===== src/rtl/mem_param_pkg.sv =====
// Shared types, limits and parameter legality check for the parametrised memory.
package mem_param_pkg;

    typedef enum logic {ST_CLEAR, ST_IDLE} mem_state_e;

    localparam int unsigned MAX_RD_LATENCY = 4;

    function automatic bit params_ok(input int unsigned data_width,
                                     input int unsigned addr_width,
                                     input int unsigned depth,
                                     input int unsigned rd_latency);
        return (data_width >= 1) && (addr_width >= 1) && (addr_width <= 31) &&
               (depth >= 1) && (depth <= (32'd1 << addr_width)) &&
               (rd_latency >= 1) && (rd_latency <= MAX_RD_LATENCY);
    endfunction

endpackage


===== src/rtl/mem_rd_pipe.sv =====
// Read-data delay line: carries {valid,data} for the first RD_LATENCY-1 clocks;
// the parent's output register supplies the last clock of latency.
module mem_rd_pipe #(
    parameter int unsigned DATA_WIDTH = 8,
    parameter int unsigned RD_LATENCY = 1
) (
    input  logic                  clk,
    input  logic                  rst,
    input  logic                  in_valid,
    input  logic [DATA_WIDTH-1:0] in_data,
    output logic                  out_valid,
    output logic [DATA_WIDTH-1:0] out_data
);

    localparam int unsigned STAGES = RD_LATENCY - 1;

    generate
        if (STAGES == 0) begin : g_bypass
            logic unused_clk_rst;
            assign unused_clk_rst = clk ^ rst;
            assign out_valid      = in_valid;
            assign out_data       = in_data;
        end else begin : g_stages
            logic [STAGES-1:0]                 vld_q, vld_d;
            logic [STAGES-1:0][DATA_WIDTH-1:0] dat_q, dat_d;

            always_comb begin
                vld_d[0] = in_valid;
                dat_d[0] = in_data;
                for (int i = 1; i < STAGES; i++) begin
                    vld_d[i] = vld_q[i-1];
                    dat_d[i] = dat_q[i-1];
                end
            end

            // Only the qualifiers need a reset; data is don't-care until valid.
            always_ff @(posedge clk or posedge rst) begin
                if (rst) begin
                    vld_q <= '0;
                end else begin
                    vld_q <= vld_d;
                end
            end

            always_ff @(posedge clk) begin
                dat_q <= dat_d;
            end

            assign out_valid = vld_q[STAGES-1];
            assign out_data  = dat_q[STAGES-1];
        end
    endgenerate

endmodule


===== src/rtl/mem_param.sv =====
// Parametrised single-port memory with hardware clear sweep, pipelined reads,
// rd_valid qualifier and error pulse for rejected requests.
module mem_param
    import mem_param_pkg::*;
#(
    parameter int unsigned DATA_WIDTH = 8,
    parameter int unsigned ADDR_WIDTH = 5,
    parameter int unsigned DEPTH      = 32,
    parameter int unsigned RD_LATENCY = 1
) (
    input  logic                  clk,
    input  logic                  rst,
    input  logic                  read,
    input  logic                  write,
    input  logic                  clr,
    input  logic [ADDR_WIDTH-1:0] addr,
    input  logic [DATA_WIDTH-1:0] data_in,
    output logic [DATA_WIDTH-1:0] data_out,
    output logic                  rd_valid,
    output logic                  busy,
    output logic                  err
);

    localparam int unsigned            AW1       = ADDR_WIDTH + 1;
    localparam logic [AW1-1:0]         DEPTH_EXT = AW1'(DEPTH);
    localparam logic [ADDR_WIDTH-1:0]  LAST_IDX  = ADDR_WIDTH'(DEPTH - 1);

    generate
        if (!params_ok(DATA_WIDTH, ADDR_WIDTH, DEPTH, RD_LATENCY)) begin : g_bad_params
            $error("mem_param: illegal parameter combination");
        end
    endgenerate

    mem_state_e              state_q, state_d;
    logic [ADDR_WIDTH-1:0]   clr_cnt_q, clr_cnt_d;
    logic                    busy_q, busy_d;
    logic                    err_q, err_d;
    logic                    rd_valid_q, rd_valid_d;
    logic [DATA_WIDTH-1:0]   data_out_q, data_out_d;

    logic [DATA_WIDTH-1:0]   mem_q [DEPTH];

    logic                    in_range_c;
    logic                    wr_en_c;
    logic [ADDR_WIDTH-1:0]   wr_addr_c;
    logic [DATA_WIDTH-1:0]   wr_data_c;
    logic                    rd_acc_c;
    logic [DATA_WIDTH-1:0]   rd_data_c;
    logic                    pipe_valid;
    logic [DATA_WIDTH-1:0]   pipe_data;

    // Zero-extended compare folds to constant true when DEPTH fills the address space.
    assign in_range_c = {1'b0, addr} < DEPTH_EXT;
    assign rd_data_c  = in_range_c ? mem_q[addr] : '0;

    // Next state, clear sweep, request decode and output capture.
    always_comb begin
        state_d    = state_q;
        clr_cnt_d  = clr_cnt_q;
        err_d      = 1'b0;
        wr_en_c    = 1'b0;
        wr_addr_c  = addr;
        wr_data_c  = data_in;
        rd_acc_c   = 1'b0;

        case (state_q)
            ST_CLEAR: begin
                wr_en_c   = 1'b1;
                wr_addr_c = clr_cnt_q;
                wr_data_c = '0;
                err_d     = read | write;
                if (clr_cnt_q == LAST_IDX) begin
                    state_d   = ST_IDLE;
                    clr_cnt_d = '0;
                end else begin
                    clr_cnt_d = clr_cnt_q + 1'b1;
                end
            end
            ST_IDLE: begin
                if (read || write) begin
                    if ((read && write) || clr || !in_range_c) begin
                        err_d = 1'b1;
                    end else if (write) begin
                        wr_en_c = 1'b1;
                    end else begin
                        rd_acc_c = 1'b1;
                    end
                end else if (clr) begin
                    state_d   = ST_CLEAR;
                    clr_cnt_d = '0;
                end
            end
        endcase

        busy_d     = (state_d == ST_CLEAR);
        rd_valid_d = pipe_valid;
        data_out_d = pipe_valid ? pipe_data : data_out_q;
    end

    always_ff @(posedge clk or posedge rst) begin
        if (rst) begin
            state_q    <= ST_CLEAR;
            clr_cnt_q  <= '0;
            busy_q     <= 1'b1;
            err_q      <= 1'b0;
            rd_valid_q <= 1'b0;
            data_out_q <= '0;
        end else begin
            state_q    <= state_d;
            clr_cnt_q  <= clr_cnt_d;
            busy_q     <= busy_d;
            err_q      <= err_d;
            rd_valid_q <= rd_valid_d;
            data_out_q <= data_out_d;
        end
    end

    // Single write port shared by the clear sweep and accepted writes.
    always_ff @(posedge clk) begin
        if (wr_en_c) begin
            mem_q[wr_addr_c] <= wr_data_c;
        end
    end

    mem_rd_pipe #(
        .DATA_WIDTH (DATA_WIDTH),
        .RD_LATENCY (RD_LATENCY)
    ) u_rd_pipe (
        .clk       (clk),
        .rst       (rst),
        .in_valid  (rd_acc_c),
        .in_data   (rd_data_c),
        .out_valid (pipe_valid),
        .out_data  (pipe_data)
    );

    assign data_out = data_out_q;
    assign rd_valid = rd_valid_q;
    assign busy     = busy_q;
    assign err      = err_q;

endmodule


===== config.mk =====
export PLATFORM = sky130hd
export DESIGN_NAME = mem_param
export DESIGN_NICKNAME = d
export VERILOG_FILES = /design/src/rtl/mem_param_pkg.sv /design/src/rtl/mem_rd_pipe.sv /design/src/rtl/mem_param.sv
export SDC_FILE = /design/constraint.sdc
export NUM_CORES = 1
export LEC_CHECK = 0
export CAP_MARGIN = 30
export CORE_MARGIN = 2
export CORE_UTILIZATION = 55
export CTS_CLUSTER_SIZE = 25
export DETAILED_ROUTE_END_ITERATION = 7
export MAX_ROUTING_LAYER = met4
export PLACE_DENSITY = 0.78
export SYNTH_ARGS = -nofsm -noshare
export SYNTH_HDL_FRONTEND = slang
export SYNTH_SLANG_ARGS = --single-unit

===== constraint.sdc =====
create_clock -name clk -period 4.3 [get_ports clk]
set_clock_uncertainty 0.05 [all_clocks]
set_input_delay 0.86 -clock clk [delete_from_list [all_inputs] [get_ports clk]]
set_output_delay 0.86 -clock clk [all_outputs]
set_load 0.03 [all_outputs]

### Word level (Yosys, flattened, before mapping)

Memories as Yosys holds them, arrays and structs flattened. A register that Yosys moved wholly into a read port is not among the register bits.
Index checks and enable logic that the tools add are counted.

* memories: 1
* input bits: 18
* bits in latches: 0
* RAM bits: 256
* output and inout port bits: 11
* ROM bits: 0
* register bits after elaboration: 9
* word-level logic and storage cells: 40

Memories
* mem_q: words 32, bits a word 8, rd ports 1, clocked after memory_dff 1, write ports 1, RTL line mem_param.sv:41 `logic [DATA_WIDTH-1:0] mem_q [DEPTH];`

* $mul: 0
* reductions and logical operators: 4
* add/subtract/negate cells: 1
* order comparisons: 0
* bitwise gates (word level): 3
* divide/modulo/power cells: 0
* multiplexer cells: 23
* shifts and indexed selects: 0
* equal/unequal tests: 3

Operators by type and width (number)
* 2-to-1 mux 5 bit: 4
* 2-to-1 mux 1 bit: 14
* one-hot mux 5 bit (2 select lines): 1
* 2-to-1 mux 8 bit: 1
* one-hot mux 1 bit (2 select lines): 3
* adder 5 x 1 -> 5 bit (second input constant): 1
* equality test 5 bit (second input constant): 1
* inequality test 2 bit (second input constant): 2
* logical OR 1 bit: 2
* inverter 1 bit: 2
* AND reduction 2 bit: 1
* logical AND 1 bit: 1
* OR 1 bit: 1

### Depth between registers and ports, before layout

* depth after elaboration: 7
* mapped depth: 8
* depth with buffers taken out: 6

### By module

A second synthesis with hierarchy kept.

* cells, all modules: 500
* area, all modules: 10849.2 um2

Modules (own cells, without submodules)
* mem_param: seq. area each 8114.0 um2, instances 1, cells an instance 491, area each 10781.6 um2
* mem_rd_pipe: seq. area each 0.0 um2, instances 1, cells an instance 9, area each 67.6 um2

### Worst setup path before layout

No wires, ideal clock.

* kind: input-to-reg
* start: in addr[0]
* end: mem mem_q[11][0] (enable)
* slack: 1.752 ns
* path buffers: 3
* required time: 3.880 ns
* cell stages on the path: 7
* arrival: 2.128 ns
* setup time: 0.370 ns
* path through: buf_4 > buf_12 > and3_1 > a21oi_1 > or2_2 > clkbuf_1 > nor2_1

* word-level cells in the longest chain between the ends: 1

RTL lines
* start: declaration: RTL line mem_param.sv:16 `input logic [ADDR_WIDTH-1:0] addr,`
* 2-to-1 mux 5 bit: RTL line mem_param.sv:66 `case (state_q)`
* end: declaration: RTL line mem_param.sv:41

No other way between the ends.

### Worst setup path in the final report

* start: in write
* end: mem mem_q[5][7] (enable)

* word-level cells in the longest chain between the ends: 7
* elaborated cells on any way between the ends: 9
* classes of those cells: 6 x mux; 3 x reduce/logical

RTL lines
* start: declaration: RTL line mem_param.sv:14 `input logic write,`
* logical AND 1 bit: RTL line mem_param.sv:81 `if ((read && write) || clr || !in_range_c) begin`
* logical OR 1 bit: RTL line mem_param.sv:81
* 2-to-1 mux 1 bit: RTL line mem_param.sv:81
* 2-to-1 mux 1 bit *: RTL line mem_param.sv:80 `if (read || write) begin`
* one-hot mux 1 bit (2 select lines) *: RTL line mem_param.sv:66
* 2-to-1 mux 1 bit *: RTL line mem_param.sv:120 `if (wr_en_c) begin`
* 2-to-1 mux 1 bit (implied by the code) *: RTL line mem_param.sv:121 `mem_q[wr_addr_c] <= wr_data_c;`

Mark *: on every way between the ends. The rest lies on a longest branch, timed or not.

==> results.md <==
- Status: completed
- DP HPWL: between 10000 and 15000 um
- Post-Synthesis Cells: about 650
- First-pass GRT wire length: between 30000 and 40000 um
- Placed cells: ~910
- CP required: 4.40 ns
- Worst-Margin Slew: around 1.0 ns
- Die height: around 150 um
- Commonest non-fill, non-tap cell in the layout: edfxtp_1
- HP Start: data_out[5]
- Num ports: 29
- Layout Nets: between 600 and 700
- Slowest-stage cell, CP: nor2_1
- Sequential area share after synthesis: 73.7%
- Post_cts resized: 0
- Clock buffer depth: 3
- Post CTS Setup Buffer Count: 0
- Fill cell count: approximately 1400
- CTS buffer count: 25
- Slew Limit Fails: 0
- Deepest level of the CTS H-tree: 1
- Fmax: approximately 340 MHz
- Post-Route WL: between 20000 and 25000 um
- Rows: 51
- Worst path cell trace: clkdlybuf4s50_1, nor3b_1, and3_1, a21oi_1, nand2b_1, nor2_1
- Die width: approximately 150 um
- Clock sink count: about 270
- Leakage: 4.39 nW
- Post-route ant nets: 0
- HP Class: flop to flop
- Via count: around 5900
- Die ar.: approximately 21000 um2
- Clock Latency Late Sink: ~0.52 ns
- Routed length per instance: approximately 24 um
- Max_cap viols: 0
- Met3 usage: between 4 and 5%
- Largest net degree at the start of global routing: 90
- Layout cells sized above 1: between 10% and 20%
- Crit path time final: roughly 2.9 ns
- Drt first pass iters: 5
- Worst-path fanout max: 8
- Crit Path Category: primary input to flop
- Syn avg cell area: between 15 and 20 um2
- Worst slew margin: about a third
- Vias in the first global route: 5906
- Initial core utilization: between 50% and 60%
- Pwr Density: between 500 and 600 nW/um2
- Final Hold Fails: 0
- #FFs+latches synth: 273
- CP Launch Type: primary input
- Iteration-0 DRC Markers: around 630
- Syn Nets: 665
- Routability cong.: approximately 0.9
- Root Buffer: clkbuf_16
- Grt ovf: 0
- Met1 usage: ~29%
- DR DRC count: 0
- ANT cells: 0
- Synth-to-layout area growth: 11.2%
- Netlist cell types: 36
- GRT Util Overall: about 23%
- Final period util: between 60 and 70%
- Setup tns final: 0 ns
- Clk slew on worst S/H paths: 0.06 ns
- Initial antenna violation count: 0
- RSZ-0062 raised after global routing: no
- CTS tree: built
- Via/cell ratio: around 6.2
- Syn Std Cell Area: between 10000 and 15000 um2
- Most frequent cells in the layout: edfxtp_1, mux2i_1, nor2_1
- Crit path from: write
- Met2 global-route usage: a little under two fifths
- YS warnings: 0
- Worst vdd ir: 291 uV
- Critical Path Sink Type: flop
- Final std cells w/o fill: ~960
- GRT busiest layer: met2
- CP arrival: roughly 3.0 ns
- Post-CTS Hold Buffers: 0
- Crit-path leading delay family: simple AND/OR/NAND/NOR gates
- Critical R2R Launch: state_q
- Final setup fails: 0
- Slowest stage delay, CP: about 0.7 ns
- Worst path bufs/invs: 1
- Core Region: a little under 20000 um2
- Number of port buffers: 28
[cells by family after synthesis]
kind of cell / count (synthesis) / share of synthesized area, %
flops: 273 / 73.7
mux: 132 / 12.0
compound gates: 110 / 8.02
simple gates: 83 / 3.46
buf+inv: 44 / 2.54
fa+ha+maj: 2 / 0.227
xor+xnor: 1 / 0.0795
[routing by layer]
layer  up-vias  share of wire, %
li1       2612                 -
met4         0               3.0
met3        61               7.6
met2       275                49
met5         -                 0
met1      2946                41
[worst paths after layout]
path                               endpoint  depth (start not counted)  slack (ns)
max in group asynchronous          rd_valid                          2        3.02
worst min register to register  data_out[5]                          2        0.46
worst max-delay path            mem_q[5][7]                          6        1.35
worst max register to register  mem_q[5][7]                          3        1.71
min in group asynchronous               err                          2        0.71
worst min-delay path            data_out[5]                          2        0.46
[sequential cells by signal (all words and copies together), names as in the netlist]
signal     flops
busy           1
clr_cnt_q      5
rd_valid       1
state_q        1
err            1
mem_q        256
data_out       8
[cells in the mapped netlist]
cell / count / area (um2)
a21oi_1: 20 / 100
a221oi_1: 13 / 114
a221oi_2: 3 / 45.0
a22o_1: 19 / 166
a22oi_1: 32 / 240
and2_1: 9 / 56.3
and3_1: 2 / 12.5
buf_1: 1 / 3.75
buf_12: 2 / 40.0
buf_2: 6 / 30.0
buf_4: 6 / 45.0
buf_6: 7 / 78.8
clkbuf_1: 17 / 63.8
dfrtp_1: 16 / 400
dfstp_2: 1 / 26.3
edfxtp_1: 256 / 7690
ha_1: 2 / 25.0
inv_1: 4 / 15.0
inv_2: 1 / 3.75
mux2_2: 2 / 22.5
mux2i_1: 130 / 1300
nand2_1: 21 / 78.8
nand2b_1: 4 / 25.0
nand3_1: 1 / 5.00
nand3b_1: 1 / 7.51
nand3b_2: 1 / 11.3
nor2_1: 36 / 135
nor2b_1: 2 / 12.5
nor3_1: 1 / 5.00
nor3b_1: 1 / 7.51
o21ai_0: 5 / 25.0
o22ai_1: 10 / 62.6
o41ai_2: 8 / 130
or2_2: 2 / 12.5
or3_1: 2 / 12.5
xnor2_1: 1 / 8.76
[layout make-up]
class	count	area, um2	area share [%]
sequential	273	8110	66.3
multi-input combinational	328	2630	21.5
clock buffer	29	641	5.23
timing repair buffer	41	392	3.20
tap	265	332	2.71
clock inverter	15	119	0.971
inverter	5	18.8	0.153
[report_power, final]
part / switching, mW / total, mW / internal [mW]
registers: 0.151 / 3.63 / 3.48
logic: 0.980 / 1.38 / 0.401
clock network: 0.901 / 2.08 / 1.18
[worst min-delay path: cells and delay by family (launching register included)]
family,cells,cell delay [ns]
flip-flops,1,0.35
AND/OR/NAND/NOR,1,0.08
AO/OA/AOI/OAI,1,0.05
[through the flow]
step / hold slack, ns / power (mW) / utilization (%) / instance area (um2) / worst slack, ns
floorplan: 0.452 / 4.49 / - / 11000 / 1.75
global placement: 0.422 / 4.99 / 58.6 / 11500 / 0.885
detailed placement: 0.423 / 5.05 / 58.6 / 11500 / 0.820
CTS: 0.458 / 7.11 / 62.5 / 12200 / 1.36
global route: 0.474 / 7.33 / 62.5 / 12200 / 1.26
finish: 0.463 / 7.09 / 62.5 / 12200 / 1.35
Power figures use the tool's default switching activity.
